===== src/rtl/dispatch_queue_pkg.sv =====
// Shared types and sizing for the dispatch queue: packet layout, FSM states, depth constants.
// N_WAY comes from the `N_WAY macro and falls back to 3 when it is not defined.
`ifndef N_WAY
`define N_WAY 3
`endif

package dispatch_queue_pkg;

    localparam int N_WAY    = `N_WAY;
    localparam int DQ_DEPTH = 8;
    localparam int CW       = $clog2(N_WAY) + 1;
    localparam int PW       = $clog2(DQ_DEPTH);
    localparam int QW       = PW + 1;

    typedef struct packed {
        logic        valid;
        logic [31:0] pc;
        logic [31:0] inst;
        logic        halt;
        logic        illegal;
    } DISPATCH_PACKET;

    typedef enum logic [0:0] {
        DQ_RUN    = 1'b0,
        DQ_HALTED = 1'b1
    } DQ_STATE;

endpackage


===== src/rtl/dispatch_queue_if.sv =====
// Decode-side and dispatch-side bundle of the dispatch queue.
// master = upstream/ROB side, slave = the queue.
interface dispatch_queue_if;
    import dispatch_queue_pkg::*;

    DISPATCH_PACKET [N_WAY-1:0] in_packet;
    logic [N_WAY-1:0]           in_branch;
    logic                       in_ready;
    DISPATCH_PACKET [N_WAY-1:0] dispatch_packet;
    logic [N_WAY-1:0]           branch_inst;
    logic [CW-1:0]              dispatch_num;
    logic [N_WAY-1:0]           dispatched;
    logic                       branch_haz;
    logic [QW-1:0]              count;

    modport master (
        output in_packet, in_branch, dispatched, branch_haz,
        input  in_ready, dispatch_packet, branch_inst, dispatch_num, count
    );

    modport slave (
        input  in_packet, in_branch, dispatched, branch_haz,
        output in_ready, dispatch_packet, branch_inst, dispatch_num, count
    );

endinterface


===== src/rtl/dispatch_queue_chk.sv =====
// dq_checker: runtime checks for the dispatch queue (dispatched-mask shape, occupancy bound).
// mask_prefix_hits counts cycles whose dispatched mask had a bit set after its first zero.
module dq_checker
    import dispatch_queue_pkg::*;
(
    input logic             clock,
    input logic             reset,
    input logic [N_WAY-1:0] dispatched,
    input logic [N_WAY-1:0] pop_keep,
    input logic [QW-1:0]    count
);
    logic [15:0] mask_prefix_hits;

    // Sample both properties on every active clock edge out of reset
    always_ff @(posedge clock or negedge reset) begin
        if (!reset) begin
            mask_prefix_hits <= 16'd0;
        end else begin
            dq_mask_prefix: assert (dispatched == pop_keep)
                else mask_prefix_hits <= mask_prefix_hits + 16'd1;
            dq_no_overflow: assert (count <= QW'(DQ_DEPTH));
        end
    end

endmodule


===== src/rtl/dispatch_queue_compact.sv =====
// dq_compact: lane compaction offsets plus popcount of a lane mask.
// PREFIX=1 keeps only the leading run of ones; pos[N] is the total kept.
module dq_compact #(
    parameter int N      = 3,
    parameter int W      = 3,
    parameter bit PREFIX = 1'b0
) (
    input  logic [N-1:0] mask,
    output logic [N-1:0] keep,
    output logic [W-1:0] pos [N+1]
);
    logic         run_s;
    logic [W-1:0] acc_s;

    // Kept lanes and the number of kept lanes below each lane
    always_comb begin
        run_s  = 1'b1;
        acc_s  = '0;
        keep   = '0;
        pos[0] = '0;
        for (int i = 0; i < N; i++) begin
            run_s      = run_s & mask[i];
            keep[i]    = PREFIX ? run_s : mask[i];
            acc_s      = acc_s + W'(keep[i]);
            pos[i + 1] = acc_s;
        end
    end

endmodule


===== src/rtl/dispatch_queue.sv =====
// dispatch_queue: N_WAY-wide in-order FIFO between decode and dispatch, with halt FSM and flush.
// Define DQ_PERF_CNT_EN to add the stall_cycles / flush_count performance counters.
module dispatch_queue
    import dispatch_queue_pkg::*;
(
    input  logic            clock,
    input  logic            reset,
    dispatch_queue_if.slave dq
`ifdef DQ_PERF_CNT_EN
    ,
    output logic [31:0]     stall_cycles,
    output logic [15:0]     flush_count
`endif
);
    localparam int DEPTH = DQ_DEPTH;

    DISPATCH_PACKET   mem_r [DEPTH];
    logic [DEPTH-1:0] br_r;
    logic [PW-1:0]    head_r;
    logic [PW-1:0]    tail_r;
    logic [QW-1:0]    count_r;
    DQ_STATE          state_r;
    DQ_STATE          state_next_s;
    logic             in_ready_s;
    logic             do_push_s;
    logic             stop_s;
    logic             halt_hit_s;
    logic [N_WAY-1:0] push_cand_s;
    logic [N_WAY-1:0] push_mask_s;
    logic [N_WAY-1:0] push_keep_s;
    logic [N_WAY-1:0] pop_keep_s;
    logic [CW-1:0]    push_pos_s [N_WAY+1];
    logic [CW-1:0]    pop_pos_s  [N_WAY+1];
    logic [CW-1:0]    k_s;
    logic [CW-1:0]    p_s;
    logic [PW-1:0]    rd_idx_s;

    // Intake: lanes after the first halting/illegal lane of a group are never pushed
    always_comb begin
        in_ready_s  = (state_r == DQ_RUN) && ((QW'(DEPTH) - count_r) >= QW'(N_WAY));
        do_push_s   = in_ready_s && !dq.branch_haz;
        stop_s      = 1'b0;
        push_cand_s = '0;
        for (int i = 0; i < N_WAY; i++) begin
            if (dq.in_packet[i].valid && !stop_s) begin
                push_cand_s[i] = 1'b1;
                stop_s         = dq.in_packet[i].halt || dq.in_packet[i].illegal;
            end else begin
                push_cand_s[i] = 1'b0;
            end
        end
        halt_hit_s  = do_push_s && stop_s;
        push_mask_s = do_push_s ? push_cand_s : '0;
    end

    dq_compact #(.N(N_WAY), .W(CW), .PREFIX(1'b0)) u_push (
        .mask (push_mask_s),
        .keep (push_keep_s),
        .pos  (push_pos_s)
    );

    dq_compact #(.N(N_WAY), .W(CW), .PREFIX(1'b1)) u_pop (
        .mask (dq.dispatched),
        .keep (pop_keep_s),
        .pos  (pop_pos_s)
    );

    dq_checker u_chk (
        .clock      (clock),
        .reset      (reset),
        .dispatched (dq.dispatched),
        .pop_keep   (pop_keep_s),
        .count      (count_r)
    );

    // Output window: the k oldest entries, remaining lanes forced to zero
    always_comb begin
        k_s                = (count_r >= QW'(N_WAY)) ? CW'(N_WAY) : CW'(count_r);
        p_s                = (pop_pos_s[N_WAY] > k_s) ? k_s : pop_pos_s[N_WAY];
        rd_idx_s           = head_r;
        dq.dispatch_packet = '0;
        dq.branch_inst     = '0;
        for (int j = 0; j < N_WAY; j++) begin
            rd_idx_s = head_r + PW'(j);
            if (CW'(j) < k_s) begin
                dq.dispatch_packet[j]       = mem_r[rd_idx_s];
                dq.dispatch_packet[j].valid = 1'b1;
                dq.branch_inst[j]           = br_r[rd_idx_s];
            end else begin
                dq.dispatch_packet[j] = '0;
                dq.branch_inst[j]     = 1'b0;
            end
        end
        dq.dispatch_num = k_s;
    end

    assign dq.in_ready = in_ready_s;
    assign dq.count    = count_r;

    // FSM next state: flush always returns to RUN, halt is sticky otherwise
    always_comb begin
        state_next_s = state_r;
        if (dq.branch_haz) begin
            state_next_s = DQ_RUN;
        end else begin
            case (state_r)
                DQ_RUN:    state_next_s = halt_hit_s ? DQ_HALTED : DQ_RUN;
                DQ_HALTED: state_next_s = DQ_HALTED;
                default:   state_next_s = DQ_RUN;
            endcase
        end
    end

    // Pointers, occupancy and FSM state; flush discards same-cycle push and pop
    always_ff @(posedge clock or negedge reset) begin
        if (!reset) begin
            head_r  <= '0;
            tail_r  <= '0;
            count_r <= '0;
            state_r <= DQ_RUN;
        end else if (dq.branch_haz) begin
            head_r  <= '0;
            tail_r  <= '0;
            count_r <= '0;
            state_r <= state_next_s;
        end else begin
            head_r  <= head_r + PW'(p_s);
            tail_r  <= tail_r + PW'(push_pos_s[N_WAY]);
            count_r <= count_r + QW'(push_pos_s[N_WAY]) - QW'(p_s);
            state_r <= state_next_s;
        end
    end

    // Entry storage: kept lanes land at tail plus their compacted offset
    always_ff @(posedge clock) begin
        for (int i = 0; i < N_WAY; i++) begin
            if (push_keep_s[i]) begin
                mem_r[tail_r + PW'(push_pos_s[i])] <= dq.in_packet[i];
                br_r[tail_r + PW'(push_pos_s[i])]  <= dq.in_branch[i];
            end
        end
    end

`ifdef DQ_PERF_CNT_EN
    // Saturating stall and flush event counters
    always_ff @(posedge clock or negedge reset) begin
        if (!reset) begin
            stall_cycles <= 32'd0;
            flush_count  <= 16'd0;
        end else begin
            if ((state_r == DQ_RUN) && !in_ready_s && (|dq.in_packet) &&
                (stall_cycles != 32'hFFFF_FFFF)) begin
                stall_cycles <= stall_cycles + 32'd1;
            end else begin
                stall_cycles <= stall_cycles;
            end
            if (dq.branch_haz && (flush_count != 16'hFFFF)) begin
                flush_count <= flush_count + 16'd1;
            end else begin
                flush_count <= flush_count;
            end
        end
    end
`endif

endmodule


===== src/flat_wrapper.sv =====
// flat-port wrapper written by rule: the top's interface ports become plain ports
module dispatch_queue_flat import dispatch_queue_pkg::*;
  (clock, reset, dq_in_packet, dq_in_branch, dq_dispatched, dq_branch_haz, dq_in_ready, dq_dispatch_packet, dq_branch_inst, dq_dispatch_num, dq_count);
  dispatch_queue_if dq_i ();
  input  logic clock;
  input  logic reset;
  input wire logic [$bits(dq_i.in_packet)-1:0] dq_in_packet;
  input wire logic [$bits(dq_i.in_branch)-1:0] dq_in_branch;
  input wire logic [$bits(dq_i.dispatched)-1:0] dq_dispatched;
  input wire logic [$bits(dq_i.branch_haz)-1:0] dq_branch_haz;
  output wire logic [$bits(dq_i.in_ready)-1:0] dq_in_ready;
  output wire logic [$bits(dq_i.dispatch_packet)-1:0] dq_dispatch_packet;
  output wire logic [$bits(dq_i.branch_inst)-1:0] dq_branch_inst;
  output wire logic [$bits(dq_i.dispatch_num)-1:0] dq_dispatch_num;
  output wire logic [$bits(dq_i.count)-1:0] dq_count;
  assign dq_i.in_packet = dq_in_packet;
  assign dq_i.in_branch = dq_in_branch;
  assign dq_i.dispatched = dq_dispatched;
  assign dq_i.branch_haz = dq_branch_haz;
  assign dq_in_ready = dq_i.in_ready;
  assign dq_dispatch_packet = dq_i.dispatch_packet;
  assign dq_branch_inst = dq_i.branch_inst;
  assign dq_dispatch_num = dq_i.dispatch_num;
  assign dq_count = dq_i.count;
  dispatch_queue u_core (.clock(clock), .reset(reset), .dq(dq_i));
endmodule

===== config.mk =====
export PLATFORM = sky130hd
export DESIGN_NAME = dispatch_queue_flat
export DESIGN_NICKNAME = d
export VERILOG_FILES = /design/src/rtl/dispatch_queue_pkg.sv /design/src/rtl/dispatch_queue_if.sv /design/src/rtl/dispatch_queue_chk.sv /design/src/rtl/dispatch_queue_compact.sv /design/src/rtl/dispatch_queue.sv /design/src/flat_wrapper.sv
export SDC_FILE = /design/constraint.sdc
export NUM_CORES = 2
export LEC_CHECK = 0
export BUFFER_PORTS_ARGS = -buffer_cell sky130_fd_sc_hd__buf_2
export CORE_MARGIN = 10
export CORE_UTILIZATION = 60
export CTS_CLUSTER_SIZE = 25
export DETAILED_ROUTE_END_ITERATION = 16
export MAX_ROUTING_LAYER = met4
export PLACE_DENSITY = 0.81
export RECOVER_POWER = 100
export REMOVE_ABC_BUFFERS = 1
export SYNTH_ARGS = -nofsm -noshare
export SYNTH_HDL_FRONTEND = slang
export SYNTH_SLANG_ARGS = --single-unit

===== constraint.sdc =====
create_clock -name clock -period 7.1 [get_ports clock]
set_clock_uncertainty 0.1 [all_clocks]
set_input_delay 1.065 -clock clock [delete_from_list [all_inputs] [get_ports clock]]
set_output_delay 1.065 -clock clock [all_outputs]
set_load 0.02 [all_outputs]

# == Word level (Yosys, flattened, before mapping) ==
# Memories as Yosys holds them, arrays and structs flattened.
# Cells that the tools add are included.
# Widths: inputs -> output; s select.
# op_classes
reduce_logical,14
magnitude_cmp,15
add_sub_neg,13
muxes,45
bitwise,3
# op_table
operator,count
$mux 67,3
$bwmux 8,3
$lt 3x4->1 const B,6
$mux 8,3
$mux 1,23
$mux 3,5
$bmux 1 s3,3
$demux 1 s3,3
$ge 3x1->1 const B,3
$ge 4x2->1 const B,2
$logic_and 1x1->1,8
$add 2x1->3,2
$add 3x3->3,2
$lt 1x3->1 const A,2
$add 1x1->2,2
$add 4x3->4,1
$mux 4,1
$sub 4x3->4,1
$sub 4x4->4 const A,1
$add 3x1->3,1
$add 3x1->3 const B,1
$add 3x2->3,1
$add 3x2->3 const B,1
$gt 3x3->1,1
other kinds (6),11
# word_totals
elab_cells,96
register_bits,19
n_memories,1
mem_bits_rw,536
output_inout_bits,212
in_bits,210
# memory_table
memory,depth,width,rd,rd_clocked_by_memory_dff,write_ports,line,text
u_core.mem_r,8,67,3,0,3,dispatch_queue.sv:17,DISPATCH_PACKET mem_r [DEPTH];

# == Logic depth before layout (Yosys ltp) ==
# depth
depth_word,18
mapped_depth,16
ltp_nobuf,14

# == By module ==
# From an unflattened synthesis, not the netlist that was laid out.
# unflattened
cells_unflattened,3785
area_unflattened_um2,41113.2
# modules_own_cells
module,area_per_inst_um2,cells_per_inst,instances,seq_area_each_um2
dispatch_queue,40846.7,3753,1,16290.6
dq_compact at u_core.u_push,136.4,15,1,0.0
dq_compact at u_core.u_pop,130.1,17,1,0.0

# == Worst setup path before layout ==
# OpenSTA, ideal clock, no wires.
# synth_timing
path_kind,input-to-reg
startpoint,in dq_branch_haz
endpoint,"mem u_core.mem_r[1][0] in the netlist's numbering, enable pin"
path_buffers,3
cell_stages,12
path_slack_ns,1.498
t_arrival_ns,4.631
setup_time_ns,0.870
path_cell_list,nor2_1 -> nand3_1 -> nor2_1 -> ha_1 -> inv_1 -> fa_1 -> xnor2_1 -> or4_1 -> buf_2 -> buf_2 -> buf_2 -> nand3_1
# synth_rtl
item,line,text
start: declaration,flat_wrapper.sv:10,input wire logic [$bits(dq_i.branch_haz)-1:0] dq_branch_haz;
end: declaration,dispatch_queue.sv:17,

# == Worst setup path in the final report ==
# layout_timing
startpoint,reg u_core.count_r[1] (netlist: u_core.dq.count[1])
endpoint,out dq_dispatch_packet[122]
# layout_between
elab_chain_cells,4
# layout_rtl
item,line,text
start: declaration,dispatch_queue.sv:21,logic [QW-1:0] count_r;
start signal: assignment,dispatch_queue.sv:129,count_r <= count_r + QW'(push_pos_s[N_WAY]) - QW'(p_s);
$ge 4x2->1,dispatch_queue.sv:78,k_s = (count_r >= QW'(N_WAY)) ? CW'(N_WAY) : CW'(count_r);
$mux 3 (*),dispatch_queue.sv:78,
$lt 1x3->1 (*),dispatch_queue.sv:85,if (CW'(j) < k_s) begin
$mux 67 (*),dispatch_queue.sv:85,
end: declaration,flat_wrapper.sv:12,output wire logic [$bits(dq_i.dispatch_packet)-1:0] dq_dispatch_packet;
# Every way passes the cells marked *; elsewhere a longest branch is shown, timed or not.

==> results.sh <==
export IMPL_syn_area_sq_um=41100
export IMPL_p_per_area_nw_per_um2=361
export IMPL_ys_seq_elements=547
export IMPL_cts_sinks=547
export IMPL_root_buffer="clkbuf_16"
export IMPL_slew_violations=1053
export IMPL_drtIter0Drc=6442
export IMPL_synth_top_flop_cell="edfxtp_1"
export IMPL_dpl_hpwl_mm=89.6
export IMPL_dp_cells=5004
export IMPL_syn_to_final_growth_pct=8.84
export IMPL_globalRouteTotalUtil_pct=38.6
export IMPL_post_cts_buffers=0
export IMPL_multi_input_comb_area_sq_um=22700
export IMPL_fin_nets=4422
export IMPL_grt_ovfl_total=0
export IMPL_grt_pass1_wl_mm=224
export IMPL_setup_violations=0
export IMPL_io_pin_count=422
export IMPL_max_freq_mhz=153
export IMPL_hold_class="in2async"
export IMPL_dpl_cell_area_sq_um=43000
export IMPL_fillers=5107
export IMPL_critPathBufInv=3
export IMPL_core_sq_um=67500
export IMPL_clock_path_buffers=3
export IMPL_cp_arrival_ps=5350
export IMPL_fin_tns_setup_ps=0
export IMPL_route_detailed_drc=0
export IMPL_peakVddDrop_v=0.000485
export IMPL_rows=95
export IMPL_ant_nets=0
export IMPL_cts_resized=0
export IMPL_slowest_delay_ps=1510
export IMPL_power_leakage_uw=0.0160
export IMPL_place_congestion=0.930
export IMPL_drive_gt1_share_pct=19.2
export IMPL_layout_common_cells="nand2_1 (1,007), nor2_1 (644), edfxtp_1 (528)"
export IMPL_wl_mm=153
export IMPL_seq_area_sq_um=16300
export IMPL_critical_path_top_delay_family="buffers and inverters"
export IMPL_fin_area_sq_um=44700
export IMPL_cts_tree="built"
export IMPL_initial_core_util_pct=60.9
export IMPL_numPortBuffers=420
export IMPL_clk_latency_ps=630
export IMPL_clk_pin_slew_ps=60
export IMPL_finalCritPeriodShare_pct=91.8
export IMPL_antenna_found_initial=51
export IMPL_cp_slowest_cell="clkbuf_2"
export IMPL_worst_slew_pin_slew_ps=3400
export IMPL_layoutNonFillerInstCount=5173
export IMPL_status="finished with violations"
export IMPL_firstDrtPassIters=7
export IMPL_critPathKind="reg2out"
export IMPL_numCtsBuffers=60
export IMPL_grt_max_degree=133
export IMPL_hold_viol=0
export IMPL_total_power_uw=16100
export IMPL_die_area_sq_um=79400
export IMPL_die_y_microns=282
export IMPL_cp_max_fo=54
export IMPL_synth_edff_count=528
export IMPL_cts_hold_buffers=0
export IMPL_die_w_microns=282
export IMPL_startpoint_type="flip-flop"
export IMPL_synth_cell_types=52
export IMPL_final_common_cell="nand2_1"
export IMPL_grt_setup_unrepaired="false"
export IMPL_worstPathRequired_ps=5930
export IMPL_drt_vias_per_instance=7.31
export IMPL_relSlewSlack_pct=-126
export IMPL_violations="capacitance limit, slew limit"
export IMPL_endpoint_kind="output port"
export IMPL_seq_area_frac_synth_pct=39.6
export IMPL_synth_warnings=0
export IMPL_maxCapViolCount=23
export IMPL_h_tree_depth=2
export IMPL_path_cells="or3_1 -> clkinvlp_2 -> clkbuf_2 -> a21oi_1 -> buf_2"
export IMPL_wl_per_cell_microns=29.7
export IMPL_grt_pass1_vias=36800
export IMPL_vias=37800
export IMPL_synth_avg_cell_area_sq_um=9.77
export IMPL_synthArstFlopShare_pct=2.01
export IMPL_netlist_instances=4207
export IMPL_min_period_ps=6520
[synth_stat cells, drive strengths merged (11+ instances only)]
library cell / n / area share [%]
a21oi: 239 / 2.9
a31oi: 396 / 6.0
buf: 158 / 1.6
clkbuf: 407 / 3.9
dfrtp: 11 / 0.67
edfxtp: 528 / 39
ha: 13 / 0.40
inv: 22 / 0.20
mux2i: 234 / 5.7
mux4: 402 / 22
nand2: 1010 / 9.2
nand3: 18 / 0.22
nor2: 645 / 5.9
nor3: 11 / 0.19
o21ai: 13 / 0.16
[report_power, final]
group | internal (uW) | total [uW] | switching, uW
clock | 1950 | 3350 | 1400
combinational | 3210 | 8710 | 5510
sequential | 3780 | 4090 | 303
total | 8930 | 16100 | 7210
[logic make-up after synthesis]
family          count (synthesis)  synth area share, %
simple gates                 1728                 16.3
compound gates                670                 9.50
mux                           641                 27.9
buf+inv                       589                 5.74
flops                         547                 39.6
fa+ha+maj                      19                0.688
xor+xnor                       12                0.256
other cells                     1              0.00912
[metrics by stage]
stage	setup slack, ps	hold slack, ps	util, %
6_report	582	322	66.3
5_1_grt	695	371	66.2
4_1_cts	1690	197	66.7
3_5_place_dp	1340	438	63.7
3_3_place_gp	1450	423	63.7
2_1_floorplan	-10260	400	-
[registers in the layout, summed over array words and instances (netlist names)]
signal / flops
u_core.dq.count: 4
u_core.tail_r: 3
u_core.state_r: 1
u_core.head_r: 3
u_core.mem_r: 528
u_core.br_r: 8
[final cells by class]
cell class / instances / area share (%)
Inverter: 24 / 0.204
Timing Repair Buffer: 488 / 5.38
Tap cell: 873 / 2.44
Multi-Input combinational cell: 3072 / 50.6
Clock buffer: 70 / 3.44
Clock inverter: 42 / 1.12
Antenna cell: 57 / 0.319
Sequential cell: 547 / 36.4
[routing by layer]
metal	global-route usage (%)	vias up	part of all wire, %
met5	-	-	0
met4	21.7	0	6.4
met3	12.8	793	17
met2	57.3	3782	45
met1	46.0	17900	32
li1	-	15400	-
[worst register-to-register path: stages (launching register included)]
cell and delay, ps:
dfrtp_1 480, and3b_1 340, nor3_1 840, and2_0 240
ha_1 140, nand2_1 100, or4_1 530, nor3_1 250
clkbuf_1 2430, nand2_1 310, a31oi_1 330
[path summary, 6_finish.rpt]
kind,start,slack (ps),depth (start not counted),end
worst min register to register,u_core.state_r,460,2,u_core.state_r
worst min-delay path,reset,320,1,u_core.dq.count[2]
max in group asynchronous,reset,6120,1,u_core.head_r[1]
worst max-delay path,u_core.dq.count[1],580,5,dq_dispatch_packet[122]
worst max register to register,u_core.dq.count[1],830,10,u_core.mem_r[2][53]
min in group clock,u_core.state_r,460,2,u_core.state_r
Note: power is estimated with default switching activity, not from simulation.
